[config.mk]
export PLATFORM = sky130hd
export DESIGN_NAME = control_sequencer
export DESIGN_NICKNAME = d
export VERILOG_FILES = /design/src/rtl/cpu_ctrl_pkg.sv /design/src/rtl/instr_decoder.sv /design/src/rtl/control_sequencer.sv
export SDC_FILE = /design/constraint.sdc
export NUM_CORES = 1
export LEC_CHECK = 0
export CAP_MARGIN = 0
export CORE_UTILIZATION = 40
export DETAILED_ROUTE_END_ITERATION = 8
export GPL_TIMING_DRIVEN = 0
export PLACE_DENSITY = 0.83
export SETUP_SLACK_MARGIN = 0.2
export SYNTH_ARGS = -nofsm -noshare
export SYNTH_HDL_FRONTEND = slang
export SYNTH_SLANG_ARGS = --single-unit
[constraint.sdc]
create_clock -name clk -period 3.3 [get_ports clk]
set_input_delay 0.495 -clock clk [delete_from_list [all_inputs] [get_ports clk]]
set_output_delay 0.495 -clock clk [all_outputs]
set_load 0.01 [all_outputs]
[src/rtl/cpu_ctrl_pkg.sv]
// Shared types for the datapath control sequencer:
// opcodes, FSM states, instruction classes and the control bundle.
package cpu_ctrl_pkg;

  localparam logic [4:0] OP_LD   = 5'b00000;
  localparam logic [4:0] OP_LDI  = 5'b00001;
  localparam logic [4:0] OP_ST   = 5'b00010;
  localparam logic [4:0] OP_ADDI = 5'b01100;
  localparam logic [4:0] OP_ANDI = 5'b01101;
  localparam logic [4:0] OP_ORI  = 5'b01110;
  localparam logic [4:0] OP_NEG  = 5'b10001;
  localparam logic [4:0] OP_NOT  = 5'b10010;
  localparam logic [4:0] OP_BR   = 5'b10011;
  localparam logic [4:0] OP_JAL  = 5'b10100;
  localparam logic [4:0] OP_JR   = 5'b10101;
  localparam logic [4:0] OP_NOP  = 5'b11010;
  localparam logic [4:0] OP_HALT = 5'b11011;

  localparam logic [4:0] ALU_ADD = 5'b00011;

  typedef enum logic [3:0] {
    S_WAIT,
    S_F0,
    S_F1,
    S_F2,
    S_T3,
    S_T4,
    S_T5,
    S_T6,
    S_T7,
    S_HALT
  } state_t;

  typedef enum logic [3:0] {
    C_LD,
    C_LDI,
    C_ST,
    C_IMM,
    C_UN,
    C_BR,
    C_JAL,
    C_JR,
    C_NOP,
    C_HALT
  } iclass_t;

  typedef struct packed {
    logic       pc_en;
    logic       pc_inc;
    logic       ir_en;
    logic       y_en;
    logic       z_en;
    logic       mar_en;
    logic       mdr_en;
    logic       r_en;
    logic       con_en;
    logic       r15_en;
    logic       rd;
    logic       wr;
    logic       gra;
    logic       grb;
    logic       ba_sel;
    logic       pc_sel;
    logic       zlo_sel;
    logic       mdr_sel;
    logic       c_sel;
    logic       r_sel;
    logic [4:0] alu;
    logic       halted;
    logic       illegal;
  } ctrl_t;

endpackage

[src/rtl/instr_decoder.sv]
// Combinational opcode classifier.
// Unknown opcodes map to the nop class with legal low.
module instr_decoder
  import cpu_ctrl_pkg::*;
(
  input  logic [4:0] opcode,
  output iclass_t    iclass,
  output logic       legal
);

  always_comb begin
    iclass = C_NOP;
    legal  = 1'b1;
    case (opcode)
      OP_LD:   iclass = C_LD;
      OP_LDI:  iclass = C_LDI;
      OP_ST:   iclass = C_ST;
      OP_ADDI,
      OP_ANDI,
      OP_ORI:  iclass = C_IMM;
      OP_NEG,
      OP_NOT:  iclass = C_UN;
      OP_BR:   iclass = C_BR;
      OP_JAL:  iclass = C_JAL;
      OP_JR:   iclass = C_JR;
      OP_NOP:  iclass = C_NOP;
      OP_HALT: iclass = C_HALT;
      default: legal  = 1'b0;
    endcase
  end

endmodule

[src/rtl/control_sequencer.sv]
// Fetch/decode/execute FSM driving the datapath control pins.
// Moore outputs, forced low while reset_n is asserted.
module control_sequencer
  import cpu_ctrl_pkg::*;
#(
  parameter int unsigned RESET_PC_WAIT = 0
) (
  input  logic        clk,
  input  logic        reset_n,
  input  logic [31:0] IR_Data,
  input  logic        con_output,
  output logic        PC_enable,
  output logic        PC_increment_enable,
  output logic        IR_enable,
  output logic        Y_enable,
  output logic        Z_enable,
  output logic        MAR_enable,
  output logic        MDR_enable,
  output logic        r_enable,
  output logic        con_enable,
  output logic        manual_R15_enable,
  output logic        read,
  output logic        write,
  output logic        Gra,
  output logic        Grb,
  output logic        ba_select,
  output logic        PC_select,
  output logic        Z_LO_select,
  output logic        MDR_select,
  output logic        c_select,
  output logic        r_select,
  output logic [4:0]  alu_instruction,
  output logic        halted,
  output logic        illegal
);

  localparam int CW =
    (RESET_PC_WAIT > 1) ? $clog2(RESET_PC_WAIT + 1) : 1;
  localparam state_t RST_S =
    (RESET_PC_WAIT == 0) ? S_F0 : S_WAIT;
  localparam logic [CW-1:0] WAIT_LAST =
    CW'(RESET_PC_WAIT - 1);

  state_t        state, state_nx;
  logic [CW-1:0] wait_cnt;
  iclass_t       iclass;
  logic          legal;
  logic [4:0]    opcode;
  ctrl_t         c, o;

  assign opcode = IR_Data[31:27];

  instr_decoder u_dec (
    .opcode (opcode),
    .iclass (iclass),
    .legal  (legal)
  );

  always_ff @(posedge clk or negedge reset_n) begin
    if (!reset_n) begin
      state    <= RST_S;
      wait_cnt <= '0;
    end else begin
      state    <= state_nx;
      wait_cnt <= (state == S_WAIT) ?
                  wait_cnt + 1'b1 : '0;
    end
  end

  always_comb begin
    state_nx = state;
    unique case (state)
      S_WAIT:
        if (wait_cnt == WAIT_LAST) state_nx = S_F0;
      S_F0: state_nx = S_F1;
      S_F1: state_nx = S_F2;
      S_F2: state_nx = S_T3;
      S_T3:
        case (iclass)
          C_JR, C_NOP: state_nx = S_F0;
          C_HALT:      state_nx = S_HALT;
          default:     state_nx = S_T4;
        endcase
      S_T4:
        case (iclass)
          C_UN, C_JAL: state_nx = S_F0;
          default:     state_nx = S_T5;
        endcase
      S_T5:
        case (iclass)
          C_LDI, C_IMM: state_nx = S_F0;
          default:      state_nx = S_T6;
        endcase
      S_T6:
        state_nx = (iclass == C_BR) ? S_F0 : S_T7;
      S_T7: state_nx = S_F0;
      S_HALT: state_nx = S_HALT;
      default: state_nx = RST_S;
    endcase
  end

  always_comb begin
    c = '0;
    unique case (state)
      S_F0: begin
        c.pc_sel = 1'b1;
        c.mar_en = 1'b1;
      end
      S_F1: begin
        c.pc_inc = 1'b1;
        c.rd     = 1'b1;
        c.mdr_en = 1'b1;
      end
      S_F2: begin
        c.mdr_sel = 1'b1;
        c.ir_en   = 1'b1;
      end
      S_T3: begin
        c.illegal = ~legal;
        case (iclass)
          C_LD, C_LDI, C_ST: begin
            c.grb    = 1'b1;
            c.ba_sel = 1'b1;
            c.y_en   = 1'b1;
          end
          C_IMM: begin
            c.grb   = 1'b1;
            c.r_sel = 1'b1;
            c.y_en  = 1'b1;
          end
          C_UN: begin
            c.grb   = 1'b1;
            c.r_sel = 1'b1;
            c.z_en  = 1'b1;
            c.alu   = opcode;
          end
          C_BR: begin
            c.gra    = 1'b1;
            c.r_sel  = 1'b1;
            c.con_en = 1'b1;
          end
          C_JAL: begin
            c.r15_en = 1'b1;
            c.pc_sel = 1'b1;
          end
          C_JR: begin
            c.gra   = 1'b1;
            c.r_sel = 1'b1;
            c.pc_en = 1'b1;
          end
          default: ;
        endcase
      end
      S_T4:
        case (iclass)
          C_LD, C_LDI, C_ST, C_IMM: begin
            c.c_sel = 1'b1;
            c.z_en  = 1'b1;
            c.alu   = opcode;
          end
          C_UN: begin
            c.zlo_sel = 1'b1;
            c.gra     = 1'b1;
            c.r_en    = 1'b1;
          end
          C_BR: begin
            c.pc_sel = 1'b1;
            c.y_en   = 1'b1;
          end
          C_JAL: begin
            c.gra   = 1'b1;
            c.r_sel = 1'b1;
            c.pc_en = 1'b1;
          end
          default: ;
        endcase
      S_T5:
        case (iclass)
          C_LDI, C_IMM: begin
            c.zlo_sel = 1'b1;
            c.gra     = 1'b1;
            c.r_en    = 1'b1;
          end
          C_LD, C_ST: begin
            c.zlo_sel = 1'b1;
            c.mar_en  = 1'b1;
          end
          C_BR: begin
            c.c_sel = 1'b1;
            c.z_en  = 1'b1;
            c.alu   = ALU_ADD;
          end
          default: ;
        endcase
      S_T6:
        case (iclass)
          C_LD: begin
            c.rd     = 1'b1;
            c.mdr_en = 1'b1;
          end
          C_ST: begin
            c.gra    = 1'b1;
            c.r_sel  = 1'b1;
            c.mdr_en = 1'b1;
          end
          C_BR: begin
            c.zlo_sel = con_output;
            c.pc_en   = con_output;
          end
          default: ;
        endcase
      S_T7:
        case (iclass)
          C_LD: begin
            c.mdr_sel = 1'b1;
            c.gra     = 1'b1;
            c.r_en    = 1'b1;
          end
          C_ST: c.wr = 1'b1;
          default: ;
        endcase
      S_HALT: c.halted = 1'b1;
      default: ;
    endcase
  end

  // Reset must silence the pins without waiting for an edge.
  always_comb o = reset_n ? c : '0;

  assign PC_enable           = o.pc_en;
  assign PC_increment_enable = o.pc_inc;
  assign IR_enable           = o.ir_en;
  assign Y_enable            = o.y_en;
  assign Z_enable            = o.z_en;
  assign MAR_enable          = o.mar_en;
  assign MDR_enable          = o.mdr_en;
  assign r_enable            = o.r_en;
  assign con_enable          = o.con_en;
  assign manual_R15_enable   = o.r15_en;
  assign read                = o.rd;
  assign write               = o.wr;
  assign Gra                 = o.gra;
  assign Grb                 = o.grb;
  assign ba_select           = o.ba_sel;
  assign PC_select           = o.pc_sel;
  assign Z_LO_select         = o.zlo_sel;
  assign MDR_select          = o.mdr_sel;
  assign c_select            = o.c_sel;
  assign r_select            = o.r_sel;
  assign alu_instruction     = o.alu;
  assign halted              = o.halted;
  assign illegal             = o.illegal;

endmodule

==> results.py, run 1 <==
metrics = {
    "timing": {
        "finalCriticalPeriod_ps": 3020,
        "maxSlewViolCount": 0,
        "finalSetupViolCount": 0,
        "tightest_slew_ps": 482,
        "skew_ps": 2.73,
        "fin_crit_sh": 0.914,
        "rsz0062_at_grt": "no",
        "fin_tns_setup_ps": 0,
        "hold_violations": 0,
        "max_freq_ghz": 0.331,
        "max_slew_margin": 0.678,
    },
    "synth": {
        "yosys_warnings": 0,
        "synth_nets": 187,
        "yosysUniqueCellTypes": 54,
        "ys_top_cells_by_area": "dfrtp_1 9.8%, nor2_1 6.2%, a21oi_1 4.4%",
        "synth_area_leader_cell": "dfrtp_1",
        "synth.top_cells.by_count": "17 x nor2_1, 11 x nand2_1, 9 x a21oi_1",
        "ys_seq_area_frac": 0.124,
        "synth_compound_area_frac": 0.312,
        "synthesis.instances": 152,
        "synthAdderAreaFrac": 0,
        "synthArstFlopShare": 1.00,
        "synth-seq-cells": 5,
        "yosysTopAreaCellShare": 0.0979,
        "ys.flop_type": "dfrtp_1",
        "synth.most_common_cell": "nor2_1",
        "synth_simple_gate_area_frac": 0.438,
        "synth-xor-area-share": 0.0343,
        "syn_area_per_cell_um2": 6.73,
        "synth_enable_flop_cells": 0,
        "synth_mux_area_frac": 0.00979,
        "synth_top_family_by_area": "simple AND/OR/NAND/NOR gates",
        "syn_area_mm2": 0.00102,
    },
    "pwr": {
        "total_power_mw": 0.700,
        "power_leakage_nw": 0.691,
        "powerDensity_mw_per_mm2": 457,
        "p_sw_mw": 0.373,
        "pwr-share-seq": 0.162,
        "internal_power_mw": 0.328,
        "irDropWorstVdd_mv": 0.386,
        "clockPowerShare": 0.102,
        "power_frac_comb": 0.737,
        "switching_share": 0.532,
    },
    "min_path": {
        "hold_class": "in2async",
    },
    "final_layout": {
        "drive_gt1_frac": 0.164,
        "layout.nets": 225,
        "design_area_mm2": 0.00153,
        "area_delta_synth_final_pct": 49.8,
        "antennaDiodeCount": 0,
        "num-fill-cells": 194,
    },
    "clock_network": {
        "h-tree-depth": 1,
        "numClockSinks": 5,
        "cts-root-buf": "clkbuf_4",
        "numCtsBuffers": 3,
        "clk_path_buf_depth": 2,
        "cts_setup_buffers": 0,
        "clock_latency_ps": 240,
        "clkTransAtPathRegs_ps": 40,
        "cts_tree": "yes",
    },
    "critical_path": {
        "path_class": "in2out",
        "r2r_start": "state[0]",
        "rrSetupSlack_ps": 1620,
        "start_kind": "input port",
        "cp_common_cell": "clkdlybuf4s50_1",
        "r2r_cells": 5,
        "cp_data_arrival_time_ps": 2520,
        "crit_path_end_kind": "output port",
        "worstPathMaxFanout": 10,
        "required_ps": 2800,
        "path_cells": "clkdlybuf4s50_1 -> buf_4 -> xor2_1 -> a32oi_1 -> nor2_2 -> o211a_1 -> clkdlybuf4s50_1",
        "r2r-end": "state[2]",
        "slowest_stage": "clkdlybuf4s50_1",
        "critPathMaxStageDelay_ps": 540,
    },
    "floorplan": {
        "die_area_mm2": 0.00276,
        "num_rows": 17,
        "initial_core_util": 0.441,
        "die_h_um": 52.6,
        "core_mm2": 0.00232,
        "dieWidth_um": 52.6,
        "pin_count": 62,
    },
    "status": {
        "outcome": "completed",
    },
    "place": {
        "place.gp.congestion": 0.988,
        "dpl-instance-area_mm2": 0.00139,
        "dp_hpwl_um": 2710,
        "io_buffers": 33,
    },
    "grt": {
        "track_usage": 0.283,
        "grt_max_degree": 11,
        "grt-ovfl-total": 0,
        "grt_pass1_vias": 1255,
        "antenna_found_initial": 0,
        "grt_pass1_wl_um": 5810,
    },
    "route": {
        "route.detailed.drc": 0,
        "drt-wirelength-per-cell_um": 17.2,
        "viasPerCell": 6.47,
        "first_pass_iters": 5,
        "ant_nets": 0,
        "routed_wl_um": 3740,
        "dr.first_iter.drc_count": 68,
        "num_vias": 1404,
    },
    "run": {
        "cap_violations": 0,
    },
}
## worst max path at each step
| stage | startpoint | to | slack [ps] |
|---|---|---|---|
| 2_1_floorplan | IR_Data[30] | r_enable | 1160 |
| 3_3_place_gp | reset_n | Gra | -5 |
| 3_5_place_dp | reset_n | Gra | -20 |
| 4_1_cts | IR_Data[29] | MDR_select | 150 |
| 5_1_grt | IR_Data[27] | alu_instruction[1] | 200 |
| 6_report | IR_Data[27] | alu_instruction[1] | 280 |
## worst max-delay path, delay by kind of cell
family,cells,cell delay (ps)
and+or+nand+nor,1,220
buffers and inverters,3,1230
AOI/OAI and AO/OA,2,320
xor gates and xnor gates,1,260
## power groups by stage
stage	Clock (mW)	Combinational, mW	Sequential [mW]
after floorplan	0	0.326	0.107
after global placement	0	0.466	0.113
after detailed placement	0	0.475	0.113
after CTS	0.0722	0.484	0.112
after global routing	0.0775	0.558	0.117
final	0.0714	0.516	0.113
## what timing repair did
action                                  CTS  global route
endpoints found under the setup margin   17            18
gates cloned                              0             0
gates resized for setup                   9            29
hold buffers                              0             0
pin swaps                                 0             2
## sequential cells by signal, indices dropped and copies added (netlist names)
register  cells
state         4
wait_cnt      1
## stage by stage
stage               hold WS (ps)  worst slack [ps]   util  cells
floorplan                    199              1160      -    152
global placement             411             -5.24  0.598    213
detailed placement           417             -24.7  0.598    213
CTS                          422               155  0.622    217
global route                 105               198  0.661    217
finish                      95.4               283  0.661    217
## layout make-up
class                      count  area (um^2)  share of cell area
buffer                        14         85.1              0.0556
clock buffer                   4         26.3              0.0172
inverter                       6         22.5              0.0147
multi-input combinational    127          891               0.582
sequential                     5          126              0.0825
tap                           28         35.0              0.0229
timing repair buffer          33          345               0.225
## cells in the final DEF (no fill, tap or decap), types with 3 or more instances in the layout
cell	n
dlymetal6s2s_1	6
xor2_1	3
nor3_1	5
a211o_1	3
nand2b_1	3
a21oi_1	9
clkbuf_4	4
clkdlybuf4s50_1	26
nor2b_1	6
nand2_1	11
clkbuf_1	3
and2_1	3
a31oi_1	3
o211a_1	3
nand3_1	4
and3_1	7
inv_1	5
nor4_1	5
o21ai_0	7
clkbuf_2	3
dfrtp_1	4
buf_2	5
nor2_1	15
## layer usage
metal  wire length, um  part of all wire  GRT usage  vias to the layer above
met5                 0                 0          0                        -
met4                78             0.021     0.0877                        0
met3               429              0.11     0.0609                       10
met2              1710              0.46      0.470                      105
met1              1520              0.41      0.359                      642
li1                  -                 -          -                      647
## cell families after synthesis
family,count (synthesis)
AOI/OAI and AO/OA,45
xor gates and xnor gates,4
buffers and inverters,20
DFF,5
muxes,1
and+or+nand+nor,77
No activity file was read; power rests on OpenSTA's default activity.
==> run 2, diff against run 1 <==
Settings changed: ABC_CLOCK_PERIOD_IN_PS from default to 3300, CORE_UTILIZATION 40 to 41, PLACE_DENSITY 0.83 to 0.85, SYNTH_HIERARCHICAL from default to 1, TNS_END_PERCENT from default to 10.
==> results.py, run 2 <==
metrics = {
    "grt": {
        "grt_pass1_wl_um": 6080,
        "grt_max_degree": 11,
        "grt_pass1_vias": 1329,
        "antenna_found_initial": 0,
        "grt-ovfl-total": 0,
        "track_usage": 0.292,
    },
    "clock_network": {
        "h-tree-depth": 1,
        "clkTransAtPathRegs_ps": 40,
        "cts-root-buf": "clkbuf_4",
        "clock_latency_ps": 240,
        "cts-hold-fix-buffers": 0,
        "clk_path_buf_depth": 2,
        "numCtsBuffers": 3,
        "cts_tree": "yes",
        "numClockSinks": 5,
    },
    "critical_path": {
        "crit_path_end_kind": "output port",
        "worstPathMaxFanout": 10,
        "required_ps": 2800,
        "start_kind": "input port",
        "path_class": "in2out",
        "cp_data_arrival_time_ps": 2640,
    },
    "route": {
        "dr.first_iter.drc_count": 96,
        "routed_wl_um": 4220,
        "num_vias": 1544,
        "ant_nets": 0,
        "drt-wirelength-per-cell_um": 17.6,
        "first_pass_iters": 6,
        "route.detailed.drc": 0,
        "viasPerCell": 6.46,
    },
    "final_layout": {
        "final_common_cell": "buf_4",
        "reg.largest.list": "state x4, wait_cnt x1",
        "instances_no_fill": 239,
        "regMostFlops": "state",
        "antennaDiodeCount": 0,
        "largest_reg_flops": 4,
        "num-fill-cells": 173,
        "layout.nets": 247,
        "design_area_mm2": 0.00163,
        "seq_area_um2": 126,
        "area_delta_synth_final_pct": 57.7,
        "layout_common_cells": "20 x buf_4, 17 x nor2_1, 13 x dlygate4sd2_1",
        "multi_input_area_um2": 871,
        "drive_gt1_frac": 0.294,
    },
    "synth": {
        "synth_area_leader_cell": "dfrtp_1",
        "synthArstFlopShare": 1.00,
        "ys_seq_area_frac": 0.122,
        "syn_area_per_cell_um2": 6.71,
        "synth_nets": 189,
        "synth-seq-cells": 5,
        "yosysTopAreaCellShare": 0.0969,
        "synth_enable_flop_cells": 0,
        "synthesis.instances": 154,
        "syn_area_mm2": 0.00103,
        "synth.top_cells.by_count": "19 x nor2_1, 11 x nand2_1, 11 x nand3_1",
        "synth.most_common_cell": "nor2_1",
        "yosys_warnings": 6,
        "ys.flop_type": "dfrtp_1",
        "ys_top_cells_by_area": "dfrtp_1 9.7%, nor2_1 6.9%, nand3_1 5.3%",
        "yosysUniqueCellTypes": 47,
    },
    "pwr": {
        "p_sw_mw": 0.359,
        "internal_power_mw": 0.336,
        "power_leakage_nw": 0.725,
        "clockPowerShare": 0.104,
        "irDropWorstVdd_mv": 0.425,
        "power_frac_comb": 0.724,
        "powerDensity_mw_per_mm2": 426,
        "total_power_mw": 0.694,
        "switching_share": 0.517,
        "pwr-share-seq": 0.172,
    },
    "place": {
        "io_buffers": 34,
        "dp_hpwl_um": 2380,
        "place.gp.congestion": 0.883,
        "dp.cells": 216,
        "dpl-instance-area_mm2": 0.00141,
    },
    "timing": {
        "fin_crit_sh": 0.949,
        "tightest_slew_ps": 579,
        "max_slew_margin": 0.612,
        "fin_tns_setup_ps": 0,
        "hold_violations": 0,
        "timing.hold.ws_ps": 418,
        "maxSlewViolCount": 0,
        "rsz0062_at_grt": "yes",
        "finalSetupViolCount": 0,
        "max_freq_ghz": 0.319,
        "finalCriticalPeriod_ps": 3130,
        "skew_ps": 2.07,
    },
    "floorplan": {
        "initial_core_util": 0.450,
        "die_h_um": 52.2,
        "core_mm2": 0.00230,
        "die_area_mm2": 0.00273,
        "dieWidth_um": 52.2,
        "num_rows": 17,
        "pin_count": 62,
    },
    "min_path": {
        "hold_class": "reg2reg",
    },
    "run": {
        "cap_violations": 0,
    },
    "status": {
        "outcome": "completed",
    },
}
==> run 2: worst max-delay path, stage by stage <==
cell             delay (ps)
clkdlybuf4s15_1         220
buf_6                   160
nand3b_1                100
o31ai_1                  90
a32o_2                  270
buf_6                   160
nor3_4                  290
nand3_1                 140
a21oi_1                 160
clkdlybuf4s50_1         550
==> run 2: final timing paths <==
kind                        startpoint         end  cells after the start  slack (ps)
max                        IR_Data[28]  MDR_enable                     10         170
min                           wait_cnt    wait_cnt                      1         420
max reg2reg                   state[0]    state[2]                      4        1770
min reg2reg                   wait_cnt    wait_cnt                      1         420
max in group asynchronous      reset_n    state[0]                      1        2550
min in group asynchronous      reset_n    state[2]                      1         490
==> run 2: logic make-up after synthesis <==
family / count (synthesis) / synth area share
AOI/OAI and AO/OA: 39 / 0.264
xor gates and xnor gates: 4 / 0.0339
buffers and inverters: 19 / 0.105
DFF: 5 / 0.122
muxes: 2 / 0.0242
and+or+nand+nor: 85 / 0.450
==> run 2: final cells by class <==
class                      instances  area share
multi-input combinational        130       0.534
inverter                           3     0.00691
clock buffer                       4      0.0161
buffer                            16      0.0783
timing repair buffer              53       0.266
tap                               28      0.0215
sequential                         5      0.0775
==> run 2: timing repair <==
item | 4_1_cts | 5_1_grt
gates resized for setup | 56 | 16
cloned | 2 | 1
setup endpoints to repair | 23 | 16
buffers inserted | 10 | 6
pin swaps | 5 | 5
==> run 2: metrics by stage <==
| stage | setup slack [ps] | util |
|---|---|---|
| floorplan | 580 | - |
| global placement | -474 | 0.613 |
| detailed placement | -546 | 0.613 |
| CTS | 106 | 0.680 |
| global route | 114 | 0.710 |
| finish | 169 | 0.710 |
==> run 2: per-layer routing <==
layer | global-route usage | wire length (um) | vias up
met5 | 0 | 0 | -
li1 | - | - | 677
met4 | 0.0658 | 36 | 0
met1 | 0.391 | 1720 | 720
met3 | 0.0174 | 444 | 10
met2 | 0.509 | 2020 | 137
==> run 2: power groups by stage <==
stage / registers (mW) / logic (mW) / clock network (mW)
final: 0.119 / 0.503 / 0.0722
after global routing: 0.124 / 0.539 / 0.0756
after CTS: 0.117 / 0.466 / 0.0711
after detailed placement: 0.118 / 0.452 / 0
after global placement: 0.116 / 0.438 / 0
after floorplan: 0.111 / 0.317 / 0
==> run 3, diff against run 2 <==
Settings changed: CORE_MARGIN from default to 2, CORE_UTILIZATION 41 to 42, CTS_BUF_LIST from default to sky130_fd_sc_hd__clkbuf_8, PLACE_DENSITY 0.85 to 0.87.
==> results.py, run 3 (synthesis gave the netlist of run 2 again) <==
metrics = {
    "final_layout": {
        "regMostFlops": "state",
        "largest_reg_flops": 4,
        "final_common_cell": "buf_4",
        "antennaDiodeCount": 0,
        "instances_no_fill": 240,
        "layout.nets": 248,
        "drive_gt1_frac": 0.307,
        "layout_common_cells": "20 x buf_4, 17 x nor2_1, 14 x dlygate4sd2_1",
        "area_delta_synth_final_pct": 59.9,
        "reg.largest.list": "state x4, wait_cnt x1",
    },
    "route": {
        "routed_wl_um": 4500,
        "viasPerCell": 6.72,
        "route.detailed.drc": 0,
        "dr.first_iter.drc_count": 125,
        "ant_nets": 0,
        "num_vias": 1612,
        "drt-wirelength-per-cell_um": 18.8,
        "first_pass_iters": 6,
    },
    "timing": {
        "hold_violations": 0,
        "maxSlewViolCount": 0,
        "skew_ps": 0.752,
        "finalSetupViolCount": 0,
        "max_slew_margin": 0.629,
        "timing.hold.ws_ps": 444,
        "max_freq_ghz": 0.326,
        "tightest_slew_ps": 554,
        "finalCriticalPeriod_ps": 3070,
        "rsz0062_at_grt": "yes",
        "fin_crit_sh": 0.929,
    },
    "place": {
        "io_buffers": 34,
        "dp.cells": 216,
        "place.gp.congestion": 0.956,
        "dp_hpwl_um": 2320,
    },
    "floorplan": {
        "die_h_um": 53.6,
        "dieWidth_um": 53.6,
        "num_rows": 17,
        "initial_core_util": 0.454,
        "die_area_mm2": 0.00287,
        "core_mm2": 0.00228,
        "pin_count": 62,
    },
    "grt": {
        "grt_pass1_vias": 1299,
        "grt-ovfl-total": 0,
        "antenna_found_initial": 0,
        "grt_pass1_wl_um": 6240,
        "track_usage": 0.295,
        "grt_max_degree": 11,
    },
    "pwr": {
        "clockPowerShare": 0.149,
        "irDropWorstVdd_mv": 0.440,
        "internal_power_mw": 0.369,
        "p_sw_mw": 0.377,
        "switching_share": 0.506,
        "power_leakage_nw": 0.733,
        "power_frac_comb": 0.689,
        "pwr-share-seq": 0.161,
        "powerDensity_mw_per_mm2": 452,
    },
    "min_path": {
        "hold_class": "reg2reg",
    },
    "status": {
        "outcome": "completed",
    },
    "clock_network": {
        "cts_tree": "yes",
        "numClockSinks": 5,
        "numCtsBuffers": 3,
        "clkTransAtPathRegs_ps": 40,
        "cts-hold-fix-buffers": 0,
        "h-tree-depth": 1,
        "clock_latency_ps": 220,
        "clk_path_buf_depth": 2,
        "cts-root-buf": "clkbuf_8",
    },
    "critical_path": {
        "crit_path_end_kind": "output port",
        "start_kind": "input port",
        "cp_data_arrival_time_ps": 2570,
        "required_ps": 2800,
        "worstPathMaxFanout": 10,
        "path_class": "in2out",
    },
    "run": {
        "cap_violations": 0,
    },
}
run 3: cell count changes in the layout (fill, tap and decap cells not counted), sizes merged:
| cell | change |
|---|---|
| dlygate4sd2 | +1 |
| clkdlybuf4s50 | -1 |
| clkbuf | -2 |
| clkdlybuf4s15 | +2 |
| inv | +1 |
run 3: per-stage QoR:
step           area [um^2]  power (mW)  utilization  setup WS [ps]  TNS (ps)
2_1_floorplan         1030       0.428            -            580         0
3_3_place_gp          1410       0.555        0.619           -480     -6180
3_5_place_dp          1410       0.563        0.619           -499     -7120
4_1_cts               1600       0.691        0.701           67.7         0
5_1_grt               1650       0.781        0.726            136         0
6_report              1650       0.746        0.726            233         0
run 3: power by group through the flow:
stage | registers [mW] | clock network [mW] | logic [mW]
after detailed placement | 0.119 | 0 | 0.444
after floorplan | 0.111 | 0 | 0.317
after global placement | 0.116 | 0 | 0.439
after global routing | 0.125 | 0.112 | 0.544
after CTS | 0.119 | 0.110 | 0.462
final | 0.120 | 0.111 | 0.514
run 3: what timing repair did:
item / CTS / global route
gates resized for setup: 57 / 17
gates cloned: 2 / 2
pin swaps: 6 / 4
setup endpoints to repair: 23 / 22
setup buffers: 12 / 4
run 3: worst paths after layout:
kind                               start                end  slack, ps  depth (start not counted)
worst min register to register  wait_cnt           wait_cnt        440                          1
worst max-delay path             reset_n  manual_R15_enable        230                          6
worst min-delay path            wait_cnt           wait_cnt        440                          1
max in group asynchronous        reset_n           state[0]       2510                          1
min in group asynchronous        reset_n           state[2]        520                          1
worst max register to register  state[0]           state[2]       1590                          4
run 3: cell type report:
cell class | count | area, um^2
plain buffers | 16 | 131
flip-flops and latches | 5 | 126
inverters | 3 | 11.3
well taps | 28 | 35.0
fillers | 177 | 623
clock inverters | 1 | 3.75
clock buffers | 3 | 41.3
repair buffers | 54 | 447
multi-input cells | 130 | 857
run 3: worst max-delay path, cell delays in order:
cell             delay, ps
clkdlybuf4s50_1        620
buf_2                  300
inv_2                  150
or2_2                  340
nor2_1                 110
clkdlybuf4s50_1        550
run 3: layer usage:
metal  vias up  global-route usage  share of wire
met5         -                   0              0
met4         0              0.0983          0.055
met3        42              0.0417           0.12
met2       170               0.486           0.44
met1       722               0.396           0.38
li1        678                   -              -
==> RTL change: new RTL, config.mk and constraints of run 2 <==
Encoding of `state_t`: now one-hot (10 bits for 10 states).
--- a/src/rtl/cpu_ctrl_pkg.sv
+++ b/src/rtl/cpu_ctrl_pkg.sv
@@ -18,17 +18,17 @@
 
   localparam logic [4:0] ALU_ADD = 5'b00011;
 
-  typedef enum logic [3:0] {
-    S_WAIT,
-    S_F0,
-    S_F1,
-    S_F2,
-    S_T3,
-    S_T4,
-    S_T5,
-    S_T6,
-    S_T7,
-    S_HALT
+  typedef enum logic [9:0] {
+    S_WAIT = 10'b0000000001,
+    S_F0   = 10'b0000000010,
+    S_F1   = 10'b0000000100,
+    S_F2   = 10'b0000001000,
+    S_T3   = 10'b0000010000,
+    S_T4   = 10'b0000100000,
+    S_T5   = 10'b0001000000,
+    S_T6   = 10'b0010000000,
+    S_T7   = 10'b0100000000,
+    S_HALT = 10'b1000000000
   } state_t;
 
   typedef enum logic [3:0] {
Check against the original RTL: same outputs for any inputs over 10 cycles, from zero or initial values and one cycle with reset_n low; not proved beyond that.
==> RTL change against run 2 <==
Critical path depth increased by 1; final area increased by 38%; sequential cell count increased by 4; synthesized area increased by 33%; wire length increased by 42%; total power increased by 15%; setup slack got worse by 140 ps.
==> RTL change: results (changes against run 2) <==
stage	metric	value	unit	change
worst_setup_path	rr_startpoint	state[5]		
route	drtPass1Iterations	4		-2
worst_hold_path	hold_path.class	in2async		
placement	dp_hpwl	2.944	mm	+24%
layout	nNetsFinal	283		+15%
global_route	grt_max_degree	12		+1
synth	synth_seq_area_share	16.50	%	+4.3 points
placement	pre_cts_ws	-979.7	ps	-433.5 ps
timing	fmax	306.2	MHz	-4.1%
synth	synth_nets	216		+14%
pwr	p_leak	0.9009	nW	+24%
global_route	grt_pass1_vias	1837		+38%
worst_setup_path	cp-endpoint	alu_instruction[0]		
timing	finClkSkew	4.581	ps	+2.514 ps
synth	synthMuxAreaShare	2.644	%	+0.22 points
synth	ys_types	61		+30%
worst_setup_path	cp-startpoint	IR_Data[31]		
placement	port_buffers	34		unchanged
route	dr.first_iter.drc_count	152		+58%
global_route	grt_usage	33.62	%	+4.5 points
worst_setup_path	crit_slowest_cell	a2111oi_4		
synth	synth_xor_area_share	5.105	%	+1.7 points
pwr	peakVddDrop	0.3686	mV	-13%
layout	drive_above_1_share	39.68	%	+10 points
worst_setup_path	critPathArrivalTime	2770	ps	+130 ps
worst_setup_path	r2r_slack	1280	ps	-490 ps
route	post_drt_wl_per_cell	20.56	um	+17%
global_route	grt_pass1_wl	8.963	mm	+47%
synth	synth_compound_area_share	22.24	%	-4.1 points
global_route	antenna_found_initial	0		unchanged
route	viasPerCell	6.601		+2.2%
worst_setup_path	path_max_fanout	6		-4
status	status	completed		
synth	syn_area_per_cell	7.583	um^2	+13%
timing	worst_slew_pin_slew	696.2	ps	+117.0 ps
layout	fillers	203		+17%
clocking	clk_root_buffer_cell	clkbuf_4		
worst_setup_path	reg2reg_depth	5		+1
synth	synth_common_cells	19 x nor2_1, 15 x nand2_1, 12 x nor3_1		
clocking	clk_pin_slew	60	ps	+20 ps
placement	dpl_cell_area	1768	um^2	+25%
layout	largestRegisters	state x9		
clocking	clock_latency	270	ps	+30 ps
synth	yosys-top-cells-area	dfrtp_1 15%, o21a_1 5.5%, nor2_1 5.2%		
worst_setup_path	reg2reg_to	state[1]		
synth	yosys_warnings	6		unchanged
placement	place_congestion	0.9431		+6.8%
RTL change: worst min path at each step:
stage	cells past startpoint	slack, ps	to
2_1_floorplan	0	200	state[2]
3_3_place_gp	2	620	state[9]
3_5_place_dp	2	640	state[9]
4_1_cts	1	550	state[4]
5_1_grt	1	560	state[4]
6_report	1	550	state[9]
RTL change: per-stage QoR:
stage          TNS, ps  util, %  std cells
2_1_floorplan        0        -        181
3_3_place_gp    -12830    56.98        259
3_5_place_dp    -13220    56.98        259
4_1_cts              0    68.71        284
5_1_grt         -50.21    72.70        291
6_report             0    72.70        291
RTL change: what timing repair did:
| action | 4_1_cts | 5_1_grt |
|---|---|---|
| cloned | 2 | 0 |
| gates resized for setup | 82 | 22 |
| pin swaps | 20 | 9 |
| buffers inserted | 19 | 7 |
| setup endpoints to repair | 27 | 27 |
RTL change: power by group:
group	internal (W)	leakage, nW	total (W)	switching, W
combinational	0.000234	0.766	0.000560	0.000326
clock	0.0000468	0.0150	0.0000888	0.0000420
sequential	0.000135	0.120	0.000147	0.0000114
RTL change: kinds of logic after synthesis:
kind of cell,after synthesis
buf+inv,21
xor+xnor,8
flops,9
simple gates,100
compound gates,40
mux,3
RTL change: layout make-up:
cell class | instances | area [um^2] | share of cell area (%)
Timing Repair Buffer | 62 | 524.3 | 23.24
Sequential cell | 9 | 226.5 | 10.04
Clock buffer | 4 | 26.28 | 1.165
Tap cell | 44 | 55.05 | 2.440
Inverter | 4 | 15.01 | 0.6656
Multi-Input combinational cell | 151 | 1270 | 56.30
Buffer | 17 | 138.9 | 6.156
RTL change: worst max-delay path, delay by kind of cell:
kind                   cells  cell delay [ps]
and+or+nand+nor            2              480
buffers and inverters      6              970
AOI/OAI and AO/OA          3              820
RTL change: layer usage:
layer / track usage [%] / vias up / share of wire [%]
li1: - / 816 / -
met1: 41.48 / 877 / 37
met2: 54.13 / 186 / 47
met3: 7.576 / 42 / 11
met4: 17.94 / 0 / 5.2
met5: 0 / - / 0
